$ cat src/rtl/neighbor_cam_table.sv
// rtl/neighbor_cam_table.sv - neighbor table with serial associative search
//
// Holds up to DEPTH neighbor records (id, hops, qvalue, energy, chhops).
// A write is searched one entry per cycle: a matching valid ID is updated
// in place (early exit); otherwise the lowest free slot is filled.  On a
// full-table miss the write is dropped (wr_drop), or, when the macro
// NEIGHBOR_EVICT_EN is defined, the valid entry with the lowest energy
// (lowest index on ties) is overwritten.  hb_reset invalidates the table.
//
// Ports:
//   clk, rst            clock, asynchronous active-high reset
//   wr_en, node_*       write request and payload (ignored while busy or
//                       when node_id == MY_NODE_ID)
//   hb_reset            heartbeat clear; wins over any write
//   rd_idx, rd_*        combinational read port, zero when entry invalid
//   busy                FSM not idle
//   wr_done, wr_drop    one-cycle write result pulses
//   count, full         number of valid entries, count == DEPTH
module neighbor_cam_table #(
  parameter int WORD_WIDTH = 16,
  parameter int DEPTH = 32,
  parameter logic [WORD_WIDTH-1:0] MY_NODE_ID = WORD_WIDTH'(16'h000C)
) (
  input  logic                         clk,
  input  logic                         rst,
  input  logic                         wr_en,
  input  logic                         hb_reset,
  input  logic [WORD_WIDTH-1:0]        node_id,
  input  logic [WORD_WIDTH-1:0]        node_hops,
  input  logic [WORD_WIDTH-1:0]        node_qvalue,
  input  logic [WORD_WIDTH-1:0]        node_energy,
  input  logic [WORD_WIDTH-1:0]        node_chhops,
  input  logic [$clog2(DEPTH)-1:0]     rd_idx,
  output logic [WORD_WIDTH-1:0]        rd_id,
  output logic [WORD_WIDTH-1:0]        rd_hops,
  output logic [WORD_WIDTH-1:0]        rd_qvalue,
  output logic [WORD_WIDTH-1:0]        rd_energy,
  output logic [WORD_WIDTH-1:0]        rd_chhops,
  output logic                         rd_valid,
  output logic                         busy,
  output logic                         wr_done,
  output logic                         wr_drop,
  output logic [$clog2(DEPTH+1)-1:0]   count,
  output logic                         full
);

  localparam int AW = $clog2(DEPTH);
  localparam int CW = $clog2(DEPTH+1);

  typedef enum logic [1:0] {IDLE, SEARCH, WRITE, CLEAR} state_t;
  state_t state, state_nx;

  logic [WORD_WIDTH-1:0] id_mem     [DEPTH];
  logic [WORD_WIDTH-1:0] hops_mem   [DEPTH];
  logic [WORD_WIDTH-1:0] qvalue_mem [DEPTH];
  logic [WORD_WIDTH-1:0] energy_mem [DEPTH];
  logic [WORD_WIDTH-1:0] chhops_mem [DEPTH];
  logic [DEPTH-1:0]      valid;

  logic [WORD_WIDTH-1:0] lat_id, lat_hops, lat_qvalue, lat_energy, lat_chhops;
  logic [AW-1:0]         scan;
  logic [AW-1:0]         sel;
  logic                  sel_insert;
  logic                  sel_drop;
  logic                  free_found;
  logic [AW-1:0]         free_idx;

  logic                  accept;
  logic                  hit_now;
  logic                  last_now;
  logic                  nxt_free_found;
  logic [AW-1:0]         nxt_free_idx;

`ifdef NEIGHBOR_EVICT_EN
  logic                  ev_found;
  logic [AW-1:0]         ev_idx;
  logic [WORD_WIDTH-1:0] ev_energy;
  logic                  ev_better;
  logic [AW-1:0]         nxt_ev_idx;
  logic [WORD_WIDTH-1:0] nxt_ev_energy;
`endif

  assign accept   = wr_en && (node_id != MY_NODE_ID);
  assign hit_now  = valid[scan] && (id_mem[scan] == lat_id);
  assign last_now = (scan == AW'(DEPTH-1));

  // Trackers including the entry under examination this cycle, so the
  // final decision at the last index already accounts for that entry.
  always_comb begin
    nxt_free_found = free_found | ~valid[scan];
    nxt_free_idx   = free_found ? free_idx : scan;
  end

`ifdef NEIGHBOR_EVICT_EN
  // Strict less-than keeps the lowest index among equal energies.
  always_comb begin
    ev_better     = valid[scan] && (!ev_found || (energy_mem[scan] < ev_energy));
    nxt_ev_idx    = ev_better ? scan : ev_idx;
    nxt_ev_energy = ev_better ? energy_mem[scan] : ev_energy;
  end
`endif

  always_ff @(posedge clk or posedge rst) begin
    if (rst) state <= IDLE;
    else     state <= state_nx;
  end

  always_comb begin
    state_nx = state;
    case (state)
      IDLE: begin
        if (hb_reset)    state_nx = CLEAR;
        else if (accept) state_nx = SEARCH;
      end
      SEARCH: begin
        if (hb_reset)                 state_nx = CLEAR;
        else if (hit_now || last_now) state_nx = WRITE;
      end
      WRITE:   state_nx = hb_reset ? CLEAR : IDLE;
      CLEAR:   state_nx = hb_reset ? CLEAR : IDLE;
      default: state_nx = IDLE;
    endcase
  end

  always_ff @(posedge clk or posedge rst) begin
    if (rst) begin
      for (int i = 0; i < DEPTH; i++) begin
        id_mem[i]     <= '0;
        hops_mem[i]   <= '0;
        qvalue_mem[i] <= '0;
        energy_mem[i] <= '0;
        chhops_mem[i] <= '0;
      end
      valid      <= '0;
      count      <= '0;
      wr_done    <= 1'b0;
      wr_drop    <= 1'b0;
      lat_id     <= '0;
      lat_hops   <= '0;
      lat_qvalue <= '0;
      lat_energy <= '0;
      lat_chhops <= '0;
      scan       <= '0;
      sel        <= '0;
      sel_insert <= 1'b0;
      sel_drop   <= 1'b0;
      free_found <= 1'b0;
      free_idx   <= '0;
`ifdef NEIGHBOR_EVICT_EN
      ev_found   <= 1'b0;
      ev_idx     <= '0;
      ev_energy  <= '0;
`endif
    end else begin
      wr_done <= 1'b0;
      wr_drop <= 1'b0;
      case (state)
        IDLE: begin
          if (!hb_reset && accept) begin
            lat_id     <= node_id;
            lat_hops   <= node_hops;
            lat_qvalue <= node_qvalue;
            lat_energy <= node_energy;
            lat_chhops <= node_chhops;
            scan       <= '0;
            free_found <= 1'b0;
`ifdef NEIGHBOR_EVICT_EN
            ev_found   <= 1'b0;
`endif
          end
        end
        SEARCH: begin
          if (!hb_reset) begin
            scan       <= scan + AW'(1);
            free_found <= nxt_free_found;
            free_idx   <= nxt_free_idx;
`ifdef NEIGHBOR_EVICT_EN
            ev_found   <= ev_found | valid[scan];
            ev_idx     <= nxt_ev_idx;
            ev_energy  <= nxt_ev_energy;
`endif
            if (hit_now) begin
              sel        <= scan;
              sel_insert <= 1'b0;
              sel_drop   <= 1'b0;
            end else if (last_now) begin
              if (nxt_free_found) begin
                sel        <= nxt_free_idx;
                sel_insert <= 1'b1;
                sel_drop   <= 1'b0;
              end else begin
`ifdef NEIGHBOR_EVICT_EN
                sel        <= nxt_ev_idx;
                sel_insert <= 1'b0;
                sel_drop   <= 1'b0;
`else
                sel_insert <= 1'b0;
                sel_drop   <= 1'b1;
`endif
              end
            end
          end
        end
        WRITE: begin
          if (!hb_reset) begin
            if (sel_drop) begin
              wr_drop <= 1'b1;
            end else begin
              id_mem[sel]     <= lat_id;
              hops_mem[sel]   <= lat_hops;
              qvalue_mem[sel] <= lat_qvalue;
              energy_mem[sel] <= lat_energy;
              chhops_mem[sel] <= lat_chhops;
              valid[sel]      <= 1'b1;
              if (sel_insert) count <= count + CW'(1);
              wr_done <= 1'b1;
            end
          end
        end
        CLEAR: begin
          valid <= '0;
          count <= '0;
        end
        default: ;
      endcase
    end
  end

  assign busy = (state != IDLE);
  assign full = (count == CW'(DEPTH));

  assign rd_valid  = valid[rd_idx];
  assign rd_id     = rd_valid ? id_mem[rd_idx]     : '0;
  assign rd_hops   = rd_valid ? hops_mem[rd_idx]   : '0;
  assign rd_qvalue = rd_valid ? qvalue_mem[rd_idx] : '0;
  assign rd_energy = rd_valid ? energy_mem[rd_idx] : '0;
  assign rd_chhops = rd_valid ? chhops_mem[rd_idx] : '0;

endmodule

$ cat config.mk
export PLATFORM = sky130hd
export DESIGN_NAME = neighbor_cam_table
export DESIGN_NICKNAME = d
export VERILOG_FILES = /design/src/rtl/neighbor_cam_table.sv
export SDC_FILE = /design/constraint.sdc
export NUM_CORES = 2
export LEC_CHECK = 0
export CORE_UTILIZATION = 60
export DETAILED_ROUTE_END_ITERATION = 6
export PLACE_DENSITY = 0.88
export SETUP_SLACK_MARGIN = 0.1
export SLEW_MARGIN = 20
export SYNTH_ARGS = -nofsm -noshare
export SYNTH_HDL_FRONTEND = slang
export SYNTH_SLANG_ARGS = --single-unit
$ cat constraint.sdc
create_clock -name clk -period 110.7 [get_ports clk]
set_input_delay 22.14 -clock clk [delete_from_list [all_inputs] [get_ports clk]]
set_output_delay 22.14 -clock clk [all_outputs]
set_load 0.05 [all_outputs]
==> metrics.md <==
| Metric | Value |
|---|---|
| Nets | `7,660` |
| Crit-path cells | `buf_8 -> buf_4 -> mux4_2 -> mux4_2 -> mux2i_4 -> buf_4 -> buf_4 -> nor2_1 -> clkdlybuf4s50_1` |
| Top Family by Delay on Critical Path | `buffers and inverters` |
| Cell Pwr Density | `15.9 nW/um^2` |
| Worst EP required | `88.56 ns` |
| Clk_lat worst skew | `0.97 ns` |
| Most frequent cells in the layout | `dfrtp_1 (2,695), mux2_2 (2,617), mux4_2 (914)` |
| Initial antenna violation count | `9` |
| Buf+Inv Stages, Crit Path | `5` |
| Startpoint Class | `input pin` |
| Post-CTS Setup Inserts | `0` |
| Total track usage | `0.323` |
| IO Port Bufs | `179` |
| Achievable frequency | `19.9 MHz` |
| Mapped Area | `125,000 um^2` |
| Final hold vios | `0` |
| Predominant post-synthesis flop cell | `dfrtp_1` |
| Core area | `207,000 um^2` |
| Synth cell types | `65` |
| Routability congestion estimate | `0.840` |
| Root buffer cell | `clkbuf_16` |
| Worst Max-Slew Pin Slew | `1.26 ns` |
| Average wire per standard cell | `31.6 um` |
| Cell Rows | `167` |
| DRC | `0` |
| Die height | `459 um` |
| CTS tree | `done` |
| Max capacitance violation total | `0` |
| Post-synthesis sequential area ratio | `0.539` |
| R2r endpoint | `sel[2]$_DFFE_PP0P_` |
| Setup Crit Path Kind | `in -> out` |
| Width of the die | `459 um` |
| Yosys warning count | `0` |
| Critical path arrival | `28.19 ns` |
| H-tree Lvls | `5` |
| Reg2Reg Depth | `11` |
| Syn-to-layout area delta | `10.5%` |
| Worst path max stage delay | `0.98 ns` |
| Syn Nets | `7,813` |
| Hold Path End | `energy_mem[342]$_DFFE_PP0P_` |
| Synth Area per Inst | `16.2 um^2` |
| Worst r2r src | `scan[1]$_DFFE_PP0P_` |
| Layout cells sized above 1 | `0.537` |
| Seq cells post-synth | `2,700` |
| Commonest non-fill, non-tap cell in the layout | `dfrtp_1` |
| Met3 Track Usage GR | `0.0723` |
| Final Instance Count excl. Fillers | `10.6k` |
| VDD IR max | `0.0000184 V` |
| Fraction of registers with async set/reset | `1.00` |
| Status | `finished clean` |
| Via density | `6.89` |
| Syn Inst Count | `7,720` |
| Clock transition at the registers of the reported paths | `0.05 ns` |
| Min-delay src | `energy_mem[342]$_DFFE_PP0P_` |
| # resized after CTS | `0` |
| Routed Antenna Nets | `0` |
| Initial core utilization | `0.605` |
| Via count | `72.8k` |
| CTS Buf Count | `287` |
| Clock Tree Buf Depth | `4` |
| Initial DRC Count | `7,816` |
| Setup TNS | `0 ns` |
| Skew final | `0.0724 ns` |
| First-pass GRT wire length | `507,000 um` |
| Finish-stage setup viols | `0` |
| Pin count of the biggest net entering global routing | `198` |
| Dpl hpwl | `178,000 um` |
| Worst setup EP type | `primary output` |
| Hold Path Stages | `1` |
| Register-to-register setup slack | `105.53 ns` |
| Most common cell on crit path | `buf_4` |
| Most Used Layer, Global Route | `met2` |
| HP Class | `reg -> reg` |
| Vias in the first global route | `78.2k` |
| RSZ-0062 raised after global routing | `no` |
| Worst path slowest cell | `buf_4` |
| Lkg Pwr | `0.0664 uW` |
| Final worst path period need | `50.33 ns` |
| Grt total ovfl | `0` |
| Hold-fix buffers, CTS | `0` |
| Post-synth EDFFs | `0` |
| Clock net sink count | `2,700` |
| Max Fanout on Critical Path | `112` |
| Max-slew violations | `0` |
| Grt met2 use | `0.512` |
| GR Util met1 | `0.431` |
| Rel. slew slack | `0.158` |
| Iteration count of the initial detailed-routing pass | `6` |
| Routed wire length | `334,000 um` |
| I/O pin count | `180` |
| DP Cell Count | `10.1k` |
| Die ar. | `211,000 um^2` |
| Period utilisation layout | `0.455` |
-- worst reg2reg max path: cells and delay by family, from the launching register on --
kind	cells	cell delay (ns)
compound gates	3	0.77
xor+xnor	1	0.50
buf+inv	2	1.59
flops	1	0.66
simple gates	5	1.52
-- routing by layer --
layer | share of wire | up-vias
met5 | 0.00016 | -
met4 | 0.053 | 8
met3 | 0.088 | 962
met2 | 0.48 | 3668
met1 | 0.38 | 39400
li1 | - | 28700
-- registers in the layout, summed over array words and instances (netlist names), 6 cells and up --
register    cells
chhops_mem    512
count           6
energy_mem    512
hops_mem      512
id_mem        512
lat_chhops     16
lat_energy     16
lat_hops       16
lat_id         16
lat_qvalue     16
qvalue_mem    512
valid          32
-- power by group --
| part | switching (uW) | leakage (uW) | internal, uW | total (uW) |
|---|---|---|---|---|
| Combinational | 95.7 | 0.0245 | 74.1 | 170 |
| Sequential | 74.3 | 0.0374 | 1010 | 1080 |
| Clock | 390 | 0.00455 | 561 | 951 |
| Total | 560 | 0.0664 | 1640 | 2210 |
-- cell usage after synthesis, drive strengths merged, types with 8 or more instances --
cell type / n / area share
o22ai: 11 / 0.00055
clkbuf: 663 / 0.020
inv: 40 / 0.0012
dfrtp: 2700 / 0.54
nand2: 90 / 0.0027
o21ai: 40 / 0.0016
nor4: 9 / 0.00045
xnor2: 9 / 0.00063
nor2b: 13 / 0.00065
a21oi: 38 / 0.0015
xor2: 12 / 0.00084
a221oi: 9 / 0.00063
mux2i: 175 / 0.014
nand4: 9 / 0.00045
nand3: 20 / 0.00080
mux2: 2617 / 0.24
buf: 112 / 0.0043
nor2: 120 / 0.0036
mux4: 915 / 0.16
nand2b: 8 / 0.00040
a22oi: 27 / 0.0016
-- stage by stage --
step | utilization | setup WS, ns | power, uW | area (um^2) | hold slack [ns]
finish | 0.668 | 60.37 | 2210 | 138000 | 0.497
global route | 0.668 | 60.06 | 2270 | 138000 | 0.506
CTS | 0.667 | 60.38 | 2210 | 138000 | 0.500
detailed placement | 0.623 | 60.40 | 1270 | 129000 | 0.487
global placement | 0.623 | 60.41 | 1260 | 129000 | 0.478
floorplan | - | 12.23 | 1210 | 125000 | 0.461
-- layout make-up --
cell class / count / area, um^2
Fill cell: 13000 / 68800
Sequential cell: 2700 / 67600
Multi-Input combinational cell: 4205 / 54800
Clock buffer: 422 / 8510
Tap cell: 2788 / 3490
Timing Repair Buffer: 333 / 3160
Clock inverter: 63 / 703
Inverter: 40 / 158
Antenna cell: 3 / 7.51
-- cell families after synthesis --
group	synth area share
flip-flops	0.539
AO/OA/AOI/OAI	0.00811
adder cells (fa/ha/maj)	0.000399
buffers and inverters	0.0254
AND/OR/NAND/NOR	0.0120
XOR/XNOR	0.00147
multiplexers	0.414
-- worst max path at each step --
stage	from	endpoint	slack, ns	cells after the start
2_1_floorplan	rst	chhops_mem[0]$_DFFE_PP0P_	12.23	1
3_3_place_gp	rd_idx[0]	rd_id[15]	60.41	9
3_5_place_dp	rd_idx[0]	rd_id[15]	60.40	9
4_1_cts	rd_idx[0]	rd_id[15]	60.38	9
5_1_grt	rd_idx[0]	rd_id[15]	60.06	9
6_report	rd_idx[1]	rd_hops[8]	60.37	9
No activity file was read; power rests on OpenSTA's default activity.
